[src/rtl/cpu_pkg.sv]
// Shared CPU definitions: datapath widths, opcodes and the OF/EX bundle.
package cpu_pkg;
  localparam int CPU_DATA_W = 16;
  localparam int CPU_RA_W   = 3;
  localparam int OPC_W      = 4;

  // Opcode encoding shared by the decoder, OF and EX.
  typedef enum logic [OPC_W-1:0] {
    OP_NOP  = 4'h0,
    OP_ADD  = 4'h1,
    OP_SUB  = 4'h2,
    OP_AND  = 4'h3,
    OP_OR   = 4'h4,
    OP_XOR  = 4'h5,
    OP_SLL  = 4'h6,
    OP_SRL  = 4'h7,
    OP_ADDI = 4'h8,
    OP_LD   = 4'h9,
    OP_ST   = 4'hA,
    OP_BEQ  = 4'hB,
    OP_JAL  = 4'hC
  } opcode_e;

  // Contents of the OF/EX pipeline register.
  typedef struct packed {
    logic                  valid;
    logic                  wr_en;
    logic                  is_load;
    logic [OPC_W-1:0]      opcode;
    logic [CPU_RA_W-1:0]   rd;
    logic [CPU_DATA_W-1:0] op_a;
    logic [CPU_DATA_W-1:0] op_b;
    logic [CPU_DATA_W-1:0] imm;
  } of_ex_t;

  // True when a stage that writes rd targets the given source register.
  function automatic logic ra_hit(input logic wr_en,
                                  input logic [CPU_RA_W-1:0] rd,
                                  input logic [CPU_RA_W-1:0] src);
    return wr_en && (rd == src);
  endfunction
endpackage

[src/rtl/operand_bypass_mux.sv]
// Per-source operand select: EX > MEM > WB > register-file data.
module operand_bypass_mux #(
  parameter int DATA_W = 16,
  parameter int RA_W   = 3
) (
  input  logic [RA_W-1:0]   src_addr,
  input  logic              ex_wr_en,
  input  logic              ex_is_load,
  input  logic [RA_W-1:0]   ex_rd,
  input  logic [DATA_W-1:0] ex_result,
  input  logic              mem_wr_en,
  input  logic [RA_W-1:0]   mem_rd,
  input  logic [DATA_W-1:0] mem_result,
  input  logic              wb_wr_en,
  input  logic [RA_W-1:0]   wb_rd,
  input  logic [DATA_W-1:0] wb_data,
  input  logic [DATA_W-1:0] rf_data,
  output logic [DATA_W-1:0] operand
);
  // A load in EX has no result yet; hazard logic stalls instead of forwarding it.
  always_comb begin
    operand = rf_data;
    if (ex_wr_en && !ex_is_load && (ex_rd == src_addr))
      operand = ex_result;
    else if (mem_wr_en && (mem_rd == src_addr))
      operand = mem_result;
    else if (wb_wr_en && (wb_rd == src_addr))
      operand = wb_data;
  end
endmodule

[src/rtl/operand_fetch_stage.sv]
// Operand fetch: register-file read, bypass, load-use stall, OF/EX register.
module operand_fetch_stage
  import cpu_pkg::*;
#(
  parameter int DATA_W = CPU_DATA_W,
  parameter int RA_W   = CPU_RA_W
) (
  input  logic                clk,
  input  logic                resetn,
  input  logic                in_valid,
  input  logic [OPC_W-1:0]    in_opcode,
  input  logic [RA_W-1:0]     in_rd,
  input  logic [RA_W-1:0]     in_rs1,
  input  logic [RA_W-1:0]     in_rs2,
  input  logic                in_use_rs1,
  input  logic                in_use_rs2,
  input  logic                in_wr_en,
  input  logic                in_is_load,
  input  logic [DATA_W-1:0]   in_imm,
  output logic [2*RA_W-1:0]   reg_read_addr,
  input  logic [2*DATA_W-1:0] reg_read_data,
  input  logic                ex_wr_en,
  input  logic                ex_is_load,
  input  logic [RA_W-1:0]     ex_rd,
  input  logic [DATA_W-1:0]   ex_result,
  input  logic                mem_wr_en,
  input  logic [RA_W-1:0]     mem_rd,
  input  logic [DATA_W-1:0]   mem_result,
  input  logic                wb_wr_en,
  input  logic [RA_W-1:0]     wb_rd,
  input  logic [DATA_W-1:0]   wb_data,
  input  logic                flush,
  input  logic                hold,
  output logic                stall,
  output logic                out_valid,
  output logic                out_wr_en,
  output logic                out_is_load,
  output logic [OPC_W-1:0]    out_opcode,
  output logic [RA_W-1:0]     out_rd,
  output logic [DATA_W-1:0]   out_op_a,
  output logic [DATA_W-1:0]   out_op_b,
  output logic [DATA_W-1:0]   out_imm
);
  // Lane 1 carries rs1 (upper half of the packed buses), lane 0 carries rs2.
  logic [1:0][RA_W-1:0]   src_addr;
  logic [1:0][DATA_W-1:0] rf_data;
  logic [1:0][DATA_W-1:0] opnd;
  logic                   load_use;
  of_ex_t                 ofex_d, ofex_q;

  assign src_addr      = {in_rs1, in_rs2};
  assign reg_read_addr = src_addr;
  assign rf_data       = reg_read_data;

  for (genvar g = 0; g < 2; g++) begin : g_byp
    operand_bypass_mux #(.DATA_W(DATA_W), .RA_W(RA_W)) u_byp (
      .src_addr  (src_addr[g]),
      .ex_wr_en  (ex_wr_en),
      .ex_is_load(ex_is_load),
      .ex_rd     (ex_rd),
      .ex_result (ex_result),
      .mem_wr_en (mem_wr_en),
      .mem_rd    (mem_rd),
      .mem_result(mem_result),
      .wb_wr_en  (wb_wr_en),
      .wb_rd     (wb_rd),
      .wb_data   (wb_data),
      .rf_data   (rf_data[g]),
      .operand   (opnd[g])
    );
  end

  // Load in EX feeding a source we read: wait one cycle for MEM to forward it.
  always_comb begin
    load_use = in_valid && ex_is_load &&
               ((in_use_rs1 && ra_hit(ex_wr_en, ex_rd, in_rs1)) ||
                (in_use_rs2 && ra_hit(ex_wr_en, ex_rd, in_rs2)));
    stall    = (load_use || hold) && !flush;
  end

  // Next OF/EX contents: hold freezes, flush/load-use inject a bubble.
  always_comb begin
    ofex_d = ofex_q;
    if (!hold) begin
      if (flush || load_use) begin
        ofex_d = '0;
      end else begin
        ofex_d.valid   = in_valid;
        ofex_d.wr_en   = in_wr_en;
        ofex_d.is_load = in_is_load;
        ofex_d.opcode  = in_opcode;
        ofex_d.rd      = in_rd;
        ofex_d.op_a    = opnd[1];
        ofex_d.op_b    = opnd[0];
        ofex_d.imm     = in_imm;
      end
    end
  end

  // OF/EX pipeline register with synchronous clear.
  always_ff @(posedge clk) begin
    if (!resetn) ofex_q <= '0;
    else         ofex_q <= ofex_d;
  end

  assign out_valid   = ofex_q.valid;
  assign out_wr_en   = ofex_q.wr_en;
  assign out_is_load = ofex_q.is_load;
  assign out_opcode  = ofex_q.opcode;
  assign out_rd      = ofex_q.rd;
  assign out_op_a    = ofex_q.op_a;
  assign out_op_b    = ofex_q.op_b;
  assign out_imm     = ofex_q.imm;
endmodule

[config.mk]
export PLATFORM = sky130hd
export DESIGN_NAME = operand_fetch_stage
export DESIGN_NICKNAME = d
export VERILOG_FILES = /design/src/rtl/cpu_pkg.sv /design/src/rtl/operand_bypass_mux.sv /design/src/rtl/operand_fetch_stage.sv
export SDC_FILE = /design/constraint.sdc
export NUM_CORES = 1
export LEC_CHECK = 0
export ABC_AREA = 1
export BUFFER_PORTS_ARGS = -buffer_cell sky130_fd_sc_hd__buf_2
export CAP_MARGIN = 5
export CORE_ASPECT_RATIO = 0.9
export CORE_MARGIN = 4
export CORE_UTILIZATION = 45
export CTS_CLUSTER_SIZE = 25
export DETAILED_ROUTE_END_ITERATION = 8
export HOLD_SLACK_MARGIN = 0.1
export PLACE_DENSITY_LB_ADDON = 0.3
export SETUP_SLACK_MARGIN = 0.15
export SLEW_MARGIN = 40
export SYNTH_ARGS = -nofsm -noshare
export SYNTH_HDL_FRONTEND = slang
export SYNTH_SLANG_ARGS = --single-unit
[constraint.sdc]
create_clock -name clk -period 1.6 [get_ports clk]
set_clock_uncertainty 0.1 [all_clocks]
set_input_delay 0.32 -clock clk [delete_from_list [all_inputs] [get_ports clk]]
set_output_delay 0.32 -clock clk [all_outputs]
set_load 0.05 [all_outputs]
# Word level (Yosys, flattened, before mapping)
# Cells that the tools add are included.
word_totals:
  reg_bits: 58
  word_cells: 40
op_classes:
  n_eq_ne: 6
  reduce_logical: 19
  n_mux: 7
ops:
  columns: ["op", "count"]
  rows:
  - ["two-way mux 16 bit", 6]
  - ["two-way mux 58 bit", 1]
  - ["equality test 3 bit", 6]
  - ["logical AND 1 bit", 14]
  - ["logical OR 1 bit", 3]
  - ["zero test 1 bit", 2]

# Logic depth before layout (Yosys ltp)
# Gate-level depths: netlist of run 1.
depth:
  depth_word: 7
  mapped_depth: 13
  mapped_depth_nobuf: 12

# Hierarchy
# From an unflattened synthesis of run 1, not the netlist that was laid out.
hier_totals:
  cells_unflattened: 848
  hier_area_um2: 4944.7
by_module_without_submodules:
  columns: ["mod", "instances", "area_each_um2", "cells_per_inst", "seq_area_each_um2"]
  rows:
  - ["operand_fetch_stage", 1, 2862.7, 426, 1161.1]
  - ["operand_bypass_mux", 2, 1041.0, 211, 0.0]

# Worst setup path before layout of run 1
# No wires, ideal clock.
synth_timing:
  path_type: "input to output"
  startpoint: "input port in_rs1[2]"
  endpoint: "output port stall"
  n_path_buf: 0
  arrival_time_ps: 1552
  path_stages: 5
  path_slack_ps: -372
  cell_sequence: "xnor2_1 > nand4_1 > nand2_1 > nand2_1 > a21oi_1"
synth_between:
  elab_chain_len: 7
synth_rtl:
  columns: ["item", "line", "text"]
  rows:
  - ["from (decl)", "operand_fetch_stage.sv:13", "input logic [RA_W-1:0] in_rs1,"]
  - ["equality test 3 bit", "cpu_pkg.sv:40", "return wr_en && (rd == src);"]
  - ["logical AND 1 bit", "cpu_pkg.sv:40", null]
  - ["logical AND 1 bit", "operand_fetch_stage.sv:76", "((in_use_rs1 && ra_hit(ex_wr_en, ex_rd, in_rs1)) ||"]
  - ["logical OR 1 bit", "operand_fetch_stage.sv:76", null]
  - ["logical AND 1 bit", "operand_fetch_stage.sv:75", "load_use = in_valid && ex_is_load &&"]
  - ["logical OR 1 bit", "operand_fetch_stage.sv:78", "stall = (load_use || hold) && !flush;"]
  - ["logical AND 1 bit", "operand_fetch_stage.sv:78", null]
  - ["to (decl)", "operand_fetch_stage.sv:34", "output logic stall,"]
# Every way passes these cells.

# Worst setup path after layout of run 1
layout_timing:
  startpoint: "input port in_rs2[1]"
  endpoint: "output port stall"
layout_between:
  elab_chain_len: 7
layout_rtl:
  columns: ["item", "line", "text"]
  rows:
  - ["from (decl)", "operand_fetch_stage.sv:14", "input logic [RA_W-1:0] in_rs2,"]
  - ["equality test 3 bit", "cpu_pkg.sv:40", null]
  - ["logical AND 1 bit", "cpu_pkg.sv:40", null]
  - ["logical AND 1 bit", "operand_fetch_stage.sv:77", "(in_use_rs2 && ra_hit(ex_wr_en, ex_rd, in_rs2)));"]
  - ["logical OR 1 bit", "operand_fetch_stage.sv:76", null]
  - ["logical AND 1 bit", "operand_fetch_stage.sv:75", null]
  - ["logical OR 1 bit", "operand_fetch_stage.sv:78", null]
  - ["logical AND 1 bit", "operand_fetch_stage.sv:78", null]
# Every way passes these cells.

==> results of run 1 <==
Yosys cell counts:
library cell and n:
nand4_2 2, inv_1 143, nor2_1 101, buf_6 4, buf_4 8, and3_1 1
nand3_2 1, buf_2 17, and2_1 1, nand2_1 259, dfxtp_1 58, clkbuf_1 17
xnor2_1 2, inv_2 5, nand2_4 2, nand2_2 2, nor2_2 1, nand4_1 18
a21oi_1 27, nor2_4 8, nand3_1 112
registers in the layout (all words and copies together) (netlist names):
register,flops
out_op_a,16
out_rd,3
out_valid,1
out_is_load,1
out_op_b,16
out_wr_en,1
out_opcode,4
out_imm,16
kinds of logic (layout without fill, tap and decap cells):
| group | after synthesis | after routing | synth area share |
|---|---|---|---|
| buffers and inverters | 194 | 416 | 0.1871 |
| DFF | 58 | 58 | 0.2684 |
| AOI/OAI and AO/OA | 27 | 27 | 0.03123 |
| and+or+nand+nor | 508 | 509 | 0.5093 |
| xor gates and xnor gates | 2 | 2 | 0.004049 |
stage by stage:
| stage | setup TNS (ns) | setup WS (ns) | util | total power, uW | instances |
|---|---|---|---|---|---|
| global placement | -4.278 | -0.1698 | 0.6119 | 2937 | 1092 |
| global route | -0.1275 | -0.08483 | 0.7029 | 4881 | 1134 |
| floorplan | 0 | 0.1027 | - | 2465 | 789 |
| finish | -0.03982 | -0.03982 | 0.7029 | 4636 | 1134 |
| CTS | 0 | 0.01136 | 0.6495 | 4467 | 1117 |
| detailed placement | -5.925 | -0.1930 | 0.6119 | 2951 | 1092 |
power groups by stage:
| stage | Clock [uW] | Combinational, uW | Sequential, uW |
|---|---|---|---|
| final | 1480 | 1620 | 1540 |
| after global routing | 1580 | 1750 | 1550 |
| after CTS | 1510 | 1420 | 1540 |
| after detailed placement | 0 | 1380 | 1570 |
| after global placement | 0 | 1360 | 1570 |
| after floorplan | 0 | 668 | 1800 |
area by class of cell:
cell class,count,area [sq um],share of cell area
multi-input cells,538,2594,0.3990
repair buffers,252,1787,0.2748
flip-flops and latches,58,1161,0.1786
inverters,148,588.1,0.09045
well taps,122,152.6,0.02348
clock buffers,11,141.4,0.02175
clock inverters,5,77.57,0.01193
critical path, cell delays in order:
cell and delay (ns):
buf_12 0.11, xnor2_4 0.17, nand4_1 0.11, nand2_1 0.10, nand2_2 0.08, a21oi_4 0.15, buf_6 0.17
per-layer routing:
metal | wire (microns) | part of all wire | vias up | global-route usage
met4 | 277 | 0.018 | 0 | 0.06455
met1 | 6154 | 0.40 | 2470 | 0.2891
met5 | 0 | 0 | - | 0
li1 | - | - | 2811 | -
met3 | 1389 | 0.091 | 28 | 0.05762
met2 | 7525 | 0.49 | 263 | 0.4349
how the worst max path moves through the flow:
stage,from,to,slack [ns],cells after the start
final,in_rs2[1],stall,-0.04,7
after floorplan,ex_rd[2],stall,0.10,7
after detailed placement,in_rs2[2],stall,-0.19,8
after global routing,ex_rd[2],stall,-0.08,8
after global placement,ex_rd[2],stall,-0.17,8
after CTS,ex_rd[1],stall,0.01,7
timing repair:
item,in CTS,in global routing
cloned,0,8
pin swaps,9,32
hold buffers,0,0
resized for setup,21,63
buffers inserted,9,9
setup endpoints to repair,1,51
==> load_flow_metrics.sql, run 1 <==
INSERT INTO impl_metrics (metric_group, metric, value, unit) VALUES
('outcome', 'run_status', 'finished, violations left', ''),
('outcome', 'violations', 'setup timing', ''),
('cts', 'clockBufferDepth', '2', ''),
('place', 'detailedPlacementHpwl', '10820', 'microns'),
('place', 'placement.cell_area', '0.005659', 'sq mm'),
('detailed_routing', 'routed_wire_length_per_instance', '13.53', 'microns'),
('die', 'die_outline_area', '0.01125', 'sq mm'),
('global_routing', 'grt_pass1_vias', '5135', ''),
('yosys', 'yosys_register_bits', '58', ''),
('yosys', 'synthDominantAreaCellType', 'dfxtp_1', ''),
('layout', 'final_area', '0.006501', 'sq mm'),
('hold_path', 'whs_endpoint', 'out_wr_en$_SDFFE_PN0N_', ''),
('power', 'share_clk_of_total_power', '0.318', ''),
('layout', 'total_inserted_antenna_cells', '0', ''),
('run', 'drv.max_cap_violation_count', '0', ''),
('cts', 'cts_inserted_buffers', '9', ''),
('detailed_routing', 'count_of_nets_left_with_antenna_violations_after_detail_routing', '0', ''),
('worst_setup_path', 'worst_r2r_path_depth', '4', ''),
('yosys', 'post_synth_instance_area', '0.004327', 'sq mm'),
('layout', 'drive_gt1_frac', '0.3379', ''),
('sta', 'worst_slew_margin_rel', '0.6869', ''),
('cts', 'insertion_delay', '0.32', 'ns'),
('power', 'switching_share', '0.3423', ''),
('worst_setup_path', 'crit_path_end_kind', 'output pin', ''),
('sta', 'max_clock_freq', '609.8', 'MHz'),
('sta', 'final-setup-viol-count', '1', ''),
('power', 'part_of_the_power_in_combinational_logic', '0.349', ''),
('cts', 'cts.clk_slew.worst_paths', '0.07', 'ns'),
('yosys', 'postSynthCellCount', '789', ''),
('die', 'die_h', '101.0', 'microns'),
('layout', 'final_common_cell', 'nand2_1', ''),
('cts', 'cts_tree', 'yes', ''),
('sta', 'fin_crit', '1.640', 'ns'),
('die', 'fp.coreArea', '0.009249', 'sq mm'),
('die', 'boundaryPins', '196', ''),
('yosys', 'synth_top_cell_area_share', '0.2684', ''),
('yosys', 'syn_nets', '920', ''),
('cts', 'cts.htree.levels', '3', ''),
('sta', 'tightest_pin_transition', '0.4697', 'ns'),
('worst_setup_path', 'reg2reg_from', 'out_op_b[7]$_SDFFE_PN0N_', ''),
('worst_setup_path', 'worst-path-max-fanout', '4', ''),
('global_routing', 'grt_max_degree', '46', ''),
('detailed_routing', 'drt-initial-drc-count', '461', ''),
('global_routing', 'grt_antenna_before_repair', '0', ''),
('layout', 'nNetsFinal', '1138', ''),
('power', 'power.density_cell_area', '713.0', 'mW/mm^2'),
('power', 'p_leak', '0.003921', 'uW'),
('yosys', 'ys_types', '21', ''),
('worst_setup_path', 'cp_data_arrival_time', '1.22', 'ns'),
('detailed_routing', 'avgViaCountPerCell', '4.914', ''),
('sta', 'fin_crit_sh', '1.025', ''),
('cts', 'clockRootBuffer', 'clkbuf_8', ''),
('yosys', 'synth_area_leaders', 'dfxtp_1 27%, nand2_1 22%, nand3_1 13%, inv_1 12%, nor2_1 8.8%', ''),
('yosys', 'synth-seq-area-share', '0.2684', ''),
('detailed_routing', 'detail_route.drc_violations', '0', ''),
('yosys', 'number_of_warnings_issued_by_yosys', '0', ''),
('global_routing', 'grtUsageTotal', '0.2412', ''),
('layout', 'flow.area_growth_from_synthesis', '50.26', '%'),
('yosys', 'postSynthAreaPerCell', '5.484', 'sq um'),
('cts', 'clock_sink_count', '58', ''),
('place', 'finalWeightedCongestion', '0.9265', ''),
('sta', 'smallest_setup_slack_after_layout', '-0.03982', 'ns'),
('detailed_routing', 'route.vias.total', '5572', ''),
('worst_setup_path', 'cp-start-kind', 'input pin', ''),
('global_routing', 'grt_first_pass_wirelength', '22780', 'microns'),
('global_routing', 'grt_remaining_overflow', '0', ''),
('worst_setup_path', 'reg2reg_slack', '0.80', 'ns'),
('power', 'maximum_vdd_drop', '0.4484', 'mV'),
('worst_setup_path', 'worstReg2RegEnd', 'out_op_b[7]$_SDFFE_PN0N_', ''),
('power', 'p_switching', '1587', 'uW'),
('sta', 'final-max-slew-violation-count', '0', '');
Note: power is estimated with default switching activity, not from simulation.
==> inputs of run 2 (changes only) <==
Settings changed: GPL_TIMING_DRIVEN from default to 0.
==> run 2 against run 1 <==
Effect of this change:
- the flow still finishes with violations (setup timing)
- via count up 5.5%
- wire length up 5.0%
- die area unchanged
- combinational power up 4%
- register-to-register slack worse by 0.07 ns
- sequential share of layout area down 0.65 points
- clock-buffer cell count down 1
- largest power group unchanged
==> load_flow_metrics.sql, run 2 (synthesis results as in run 1) <==
INSERT INTO impl_metrics (metric_group, metric, value, unit) VALUES
('sta', 'tightest_pin_transition', '0.6317', 'ns'),
('outcome', 'run_status', 'finished, violations left', ''),
('detailed_routing', 'drt-initial-drc-count', '403', ''),
('hold_path', 'whs_endpoint', 'out_imm[5]$_SDFFE_PN0N_', ''),
('power', 'switching_share', '0.3715', ''),
('worst_setup_path', 'required_time_at_the_endpoint_of_the_critical_path', '1.18', 'ns'),
('die', 'fp.coreArea', '0.009249', 'sq mm'),
('global_routing', 'grt_antenna_before_repair', '0', ''),
('detailed_routing', 'routed_wire_length_per_instance', '13.87', 'microns'),
('global_routing', 'grtUsageTotal', '0.2462', ''),
('outcome', 'violations', 'setup timing', ''),
('cts', 'clockRootBuffer', 'clkbuf_8', ''),
('die', 'die_outline_area', '0.01125', 'sq mm'),
('detailed_routing', 'count_of_nets_left_with_antenna_violations_after_detail_routing', '0', ''),
('layout', 'final_cell_mix', '216 x nand2_1, 186 x buf_2, 138 x inv_1', ''),
('detailed_routing', 'finalWirelength', '16120', 'microns'),
('place', 'worst_slack_after_detailed_placement', '-0.3075', 'ns'),
('cts', 'cts_inserted_buffers', '9', ''),
('global_routing', 'grt_max_degree', '12', ''),
('layout', 'flow.area_growth_from_synthesis', '55.96', '%'),
('cts', 'insertion_delay', '0.34', 'ns'),
('worst_setup_path', 'worst_r2r_path_depth', '4', ''),
('sta', 'fin_crit_sh', '1.017', ''),
('hold_path', 'hold_class', 'input pin to flip-flop', ''),
('power', 'power.density_cell_area', '675.2', 'mW/mm^2'),
('power', 'part_of_the_power_in_registers', '0.339', ''),
('layout', 'final_core_utilization', '0.7296', ''),
('place', 'io_buffer_count', '194', ''),
('place', 'placement.cell_area', '0.005565', 'sq mm'),
('global_routing', 'grt_first_pass_wirelength', '22710', 'microns'),
('sta', 'final-max-slew-violation-count', '0', ''),
('global_routing', 'grt_remaining_overflow', '0', ''),
('power', 'share_clk_of_total_power', '0.292', ''),
('worst_setup_path', 'crit_path_end_kind', 'output pin', ''),
('sta', 'hold_slack', '0.1180', 'ns'),
('sta', 'final_hold_viol_count', '0', ''),
('sta', 'fin_crit', '1.627', 'ns'),
('layout', 'nNetsFinal', '1166', ''),
('worst_setup_path', 'worst-path-max-fanout', '4', ''),
('layout', 'final_common_cell', 'nand2_1', ''),
('die', 'boundaryPins', '196', ''),
('detailed_routing', 'route.vias.total', '5880', ''),
('sta', 'grt_setup_unrepaired', 'true', ''),
('sta', 'max_clock_freq', '614.7', 'MHz'),
('cts', 'cts.clk_slew.worst_paths', '0.07', 'ns'),
('power', 'p_leak', '0.004035', 'uW'),
('power', 'int_power', '2863', 'uW'),
('die', 'die_width', '111.4', 'microns'),
('power', 'p_switching', '1693', 'uW'),
('cts', 'clock_sink_count', '58', ''),
('cts', 'cts.hold.buffers_added', '0', ''),
('worst_setup_path', 'critPathKind', 'input pin to output pin', ''),
('worst_setup_path', 'cp-start-kind', 'input pin', ''),
('global_routing', 'grt_pass1_vias', '5085', ''),
('place', 'detailedPlacementHpwl', '10940', 'microns'),
('run', 'drv.max_cap_violation_count', '0', ''),
('layout', 'drive_gt1_frac', '0.3798', ''),
('worst_setup_path', 'reg2reg_slack', '0.73', 'ns'),
('hold_path', 'hold_path.startpoint', 'in_imm[5]', ''),
('die', 'initial_core_util', '0.4678', ''),
('cts', 'clockBufferDepth', '2', ''),
('die', 'die_h', '101.0', 'microns'),
('worst_setup_path', 'cp_data_arrival_time', '1.21', 'ns'),
('worst_setup_path', 'worstReg2RegEnd', 'out_op_a[0]$_SDFFE_PN0N_', ''),
('cts', 'cts.htree.levels', '3', ''),
('place', 'place_inst', '1105', ''),
('layout', 'total_inserted_antenna_cells', '0', ''),
('sta', 'smallest_setup_slack_after_layout', '-0.02678', 'ns'),
('layout', 'final_area', '0.006748', 'sq mm'),
('die', 'rows', '33', ''),
('detailed_routing', 'detail_route.drc_violations', '0', ''),
('cts', 'cts_tree', 'yes', ''),
('detailed_routing', 'avgViaCountPerCell', '5.060', ''),
('power', 'maximum_vdd_drop', '0.6108', 'mV'),
('detailed_routing', 'drt_pass1_iterations', '5', ''),
('layout', 'finalNonFillerCells', '1162', ''),
('sta', 'final-setup-viol-count', '1', ''),
('power', 'part_of_the_power_in_combinational_logic', '0.370', ''),
('worst_setup_path', 'reg2reg_from', 'out_op_a[0]$_SDFFE_PN0N_', ''),
('hold_path', 'min_delay_path_depth', '3', ''),
('layout', 'final.fill_count', '809', ''),
('sta', 'worst_slew_margin_rel', '0.5789', ''),
('place', 'finalWeightedCongestion', '0.9254', '');
==> run 2: cell count changes in the layout (fill, tap and decap cells not counted), moves of 7 or more <==
cell / previous run / this run
buf_12: 14 / 4
nand2_4: 5 / 13
nor2_1: 96 / 84
nand3_1: 110 / 102
nand2_1: 223 / 216
a21oi_1: 25 / 15
nand3_2: 2 / 10
buf_6: 10 / 37
a21oi_2: 1 / 11
clkbuf_1: 1 / 11
nor2_2: 5 / 15
==> run 2: layer usage <==
layer,up-vias,track usage,wire (microns)
li1,2869,-,-
met1,2654,0.3200,6567
met2,310,0.4261,7727
met3,47,0.05522,1408
met4,0,0.04397,412
met5,-,0,0
==> run 2: power by group through the flow <==
stage,logic (uW),registers (uW),clock network [uW]
2_1_floorplan,668,1800,0
3_3_place_gp,1310,1570,0
3_5_place_dp,1320,1570,0
4_1_cts,1420,1540,1340
5_1_grt,1810,1550,1410
6_report,1680,1540,1330
==> run 2: worst max-delay path, stage by stage <==
cell     delay, ns
buf_12        0.11
xnor2_4       0.17
nand4_1       0.10
nand2_1       0.10
nand2_2       0.08
a21oi_4       0.16
buf_8         0.16
==> run 2: per-stage QoR <==
step | power [uW] | setup TNS (ns)
5_1_grt | 4762 | -0.9415
6_report | 4556 | -0.02678
2_1_floorplan | 2465 | 0
3_3_place_gp | 2881 | -13.56
3_5_place_dp | 2890 | -14.19
4_1_cts | 4309 | 0
==> run 2: final cells by class <==
type / count / area, sq um / share of cell area
multi-input cells: 537 / 2760 / 0.4090
repair buffers: 235 / 1501 / 0.2225
flip-flops and latches: 58 / 1161 / 0.1721
inverters: 148 / 605.6 / 0.08975
plain buffers: 46 / 371.6 / 0.05507
well taps: 122 / 152.6 / 0.02262
clock buffers: 10 / 127.6 / 0.01891
clock inverters: 6 / 67.56 / 0.01001
==> run 2: worst max path at each step <==
| stage | endpoint | cells past startpoint | slack (ns) | from |
|---|---|---|---|---|
| floorplan | stall | 7 | 0.10 | ex_rd[2] |
| global placement | out_op_b[15]$_SDFFE_PN0N_ | 14 | -0.29 | in_rs2[2] |
| detailed placement | out_op_b[15]$_SDFFE_PN0N_ | 14 | -0.31 | in_rs2[2] |
| CTS | stall | 7 | 0.00004 | ex_rd[2] |
| global route | stall | 7 | -0.08 | in_rs2[1] |
| finish | stall | 7 | -0.03 | in_rs2[1] |
==> run 2: timing repair <==
action                                  in CTS  in global routing
gates resized for setup                     46                153
endpoints found under the setup margin      51                 53
setup buffers                               18                 14
cloned                                       1                  8
pin swaps                                   18                 49
==> inputs of run 3 (changes only) <==
Settings changed: PLACE_DENSITY from default to 0.75, PLACE_DENSITY_LB_ADDON 0.3 to default.
==> run 3 against run 2 <==
Effect of this change:
- the flow still finishes with violations (setup timing)
- flip-flop and latch count stayed put
- final cell count is 0.69% higher
- largest power group unchanged
- critical endpoint unchanged
- sequential share of layout area is 0.29 points lower
- global-route usage down 0.41 points
==> load_flow_metrics.sql, run 3 (synthesis results as in run 1) <==
INSERT INTO impl_metrics (metric_group, metric, value, unit) VALUES
('global_routing', 'grt_first_pass_wirelength', '22320', 'microns'),
('detailed_routing', 'drt-initial-drc-count', '475', ''),
('worst_setup_path', 'cp_data_arrival_time', '1.24', 'ns'),
('sta', 'setup_total_negative_slack', '-0.06056', 'ns'),
('place', 'finalWeightedCongestion', '0.8691', ''),
('sta', 'tightest_pin_transition', '0.5035', 'ns'),
('cts', 'clock_sink_count', '58', ''),
('detailed_routing', 'routed_wire_length_per_instance', '13.86', 'microns'),
('layout', 'flow.area_growth_from_synthesis', '58.68', '%'),
('layout', 'final_core_utilization', '0.7423', ''),
('worst_setup_path', 'reg2reg_from', 'out_op_a[1]$_SDFFE_PN0N_', ''),
('layout', 'finalNonFillerCells', '1170', ''),
('worst_setup_path', 'crit_path_end_kind', 'output pin', ''),
('place', 'placement.cell_area', '0.005565', 'sq mm'),
('sta', 'fin_crit', '1.661', 'ns'),
('die', 'die_outline_area', '0.01125', 'sq mm'),
('die', 'boundaryPins', '196', ''),
('global_routing', 'grtUsageTotal', '0.2421', ''),
('layout', 'final_area', '0.006865', 'sq mm'),
('die', 'die_width', '111.4', 'microns'),
('detailed_routing', 'count_of_nets_left_with_antenna_violations_after_detail_routing', '0', ''),
('global_routing', 'grt_antenna_before_repair', '0', ''),
('power', 'power.density_cell_area', '690.0', 'mW/mm^2'),
('layout', 'final_common_cell', 'nand2_1', ''),
('sta', 'final_hold_viol_count', '0', ''),
('worst_setup_path', 'cp-start-kind', 'input pin', ''),
('hold_path', 'hold_path.startpoint', 'in_imm[13]', ''),
('place', 'io_buffer_count', '194', ''),
('worst_setup_path', 'slowest_stage_cell_crit_path', 'xnor2_4', ''),
('cts', 'cts_tree', 'yes', ''),
('detailed_routing', 'finalWirelength', '16220', 'microns'),
('power', 'p_leak', '0.004144', 'uW'),
('cts', 'cts.clk_slew.worst_paths', '0.06', 'ns'),
('layout', 'final_cell_mix', '193 x nand2_1, 182 x buf_2, 139 x inv_1', ''),
('run', 'drv.max_cap_violation_count', '0', ''),
('worst_setup_path', 'required_time_at_the_endpoint_of_the_critical_path', '1.18', 'ns'),
('global_routing', 'grt_pass1_vias', '4930', ''),
('outcome', 'violations', 'setup timing', ''),
('layout', 'total_inserted_antenna_cells', '0', ''),
('worst_setup_path', 'critPathKind', 'input pin to output pin', ''),
('sta', 'final-max-slew-violation-count', '0', ''),
('layout', 'drive_gt1_frac', '0.4036', ''),
('cts', 'cts.htree.levels', '3', ''),
('sta', 'fin_crit_sh', '1.038', ''),
('detailed_routing', 'route.vias.total', '5868', ''),
('global_routing', 'grt_remaining_overflow', '0', ''),
('layout', 'nNetsFinal', '1174', ''),
('sta', 'worst_slew_margin_rel', '0.6643', ''),
('place', 'place_inst', '1105', ''),
('die', 'initial_core_util', '0.4678', ''),
('cts', 'insertion_delay', '0.33', 'ns'),
('power', 'maximum_vdd_drop', '0.6739', 'mV'),
('cts', 'cts_inserted_buffers', '9', ''),
('cts', 'clockRootBuffer', 'clkbuf_8', ''),
('cts', 'cts.hold.buffers_added', '0', ''),
('detailed_routing', 'avgViaCountPerCell', '5.015', ''),
('outcome', 'run_status', 'finished, violations left', ''),
('worst_setup_path', 'critical-path-max-stage-delay', '0.18', 'ns'),
('worst_setup_path', 'cp-startpoint', 'ex_rd[1]', ''),
('worst_setup_path', 'crit_path_cell_trace', 'buf_8 -> xnor2_4 -> nand4_1 -> nand2_2 -> nand2_2 -> a21oi_4 -> buf_8', ''),
('cts', 'clockBufferDepth', '2', ''),
('die', 'die_h', '101.0', 'microns'),
('sta', 'max_clock_freq', '602.2', 'MHz'),
('die', 'fp.coreArea', '0.009249', 'sq mm'),
('sta', 'grt_setup_unrepaired', 'true', ''),
('detailed_routing', 'detail_route.drc_violations', '0', ''),
('hold_path', 'hold_class', 'input pin to flip-flop', ''),
('sta', 'final-setup-viol-count', '1', ''),
('global_routing', 'grt_max_degree', '11', ''),
('worst_setup_path', 'worst-path-max-fanout', '3', ''),
('sta', 'smallest_setup_slack_after_layout', '-0.06056', 'ns'),
('place', 'detailedPlacementHpwl', '11130', 'microns'),
('die', 'rows', '33', ''),
('detailed_routing', 'drt_pass1_iterations', '7', '');
[run 3: through the flow]
| stage | total power, uW | hold WS [ns] | setup WS [ns] |
|---|---|---|---|
| finish | 4737 | 0.1298 | -0.06056 |
| global route | 4952 | 0.1136 | -0.09995 |
| CTS | 4453 | 0.1150 | -0.02530 |
| detailed placement | 2892 | 0.3552 | -0.3467 |
| global placement | 2884 | 0.3503 | -0.3257 |
| floorplan | 2465 | 0.3628 | 0.1027 |
[run 3: path summary, 6_finish.rpt]
path / end / slack (ns) / cells after the start
setup / recovery: stall / -0.06 / 7
hold / removal: out_imm[13]$_SDFFE_PN0N_ / 0.13 / 3
setup reg to reg: out_op_a[1]$_SDFFE_PN0N_ / 0.76 / 4
hold reg to reg: out_imm[8]$_SDFFE_PN0N_ / 0.36 / 2
[run 3: final cells by class]
class | count | area, sq um
clock inverters | 5 | 77.57
flip-flops and latches | 58 | 1161
repair buffers | 243 | 1503
well taps | 122 | 152.6
fillers | 753 | 2384
plain buffers | 46 | 360.3
inverters | 148 | 590.6
clock buffers | 11 | 141.4
multi-input cells | 537 | 2879
[run 3: routing by layer]
layer | global-route usage | vias up | routed length [microns]
met3 | 0.05342 | 54 | 1376
met5 | 0 | - | 0
li1 | - | 2885 | -
met2 | 0.4182 | 303 | 7696
met4 | 0.06080 | 0 | 521
met1 | 0.3088 | 2626 | 6624
[run 3: critical path, delay by kind of cell]
| kind | cells | cell delay [ns] |
|---|---|---|
| AOI/OAI and AO/OA | 1 | 0.14 |
| xor gates and xnor gates | 1 | 0.18 |
| and+or+nand+nor | 3 | 0.32 |
| buffers and inverters | 2 | 0.27 |
[run 3: where the power goes]
| group | switching (uW) | internal (uW) | total [uW] | leakage (uW) |
|---|---|---|---|---|
| Clock | 566 | 914 | 1480 | 0.000109 |
| Sequential | 33.6 | 1510 | 1540 | 0.000473 |
| Combinational | 1060 | 652 | 1710 | 0.00356 |
[run 3: timing repair]
| action | 4_1_cts | 5_1_grt |
|---|---|---|
| endpoints found under the setup margin | 51 | 54 |
| gates resized for setup | 47 | 169 |
| cloned | 1 | 6 |
| setup buffers | 16 | 26 |
| pin swaps | 22 | 84 |
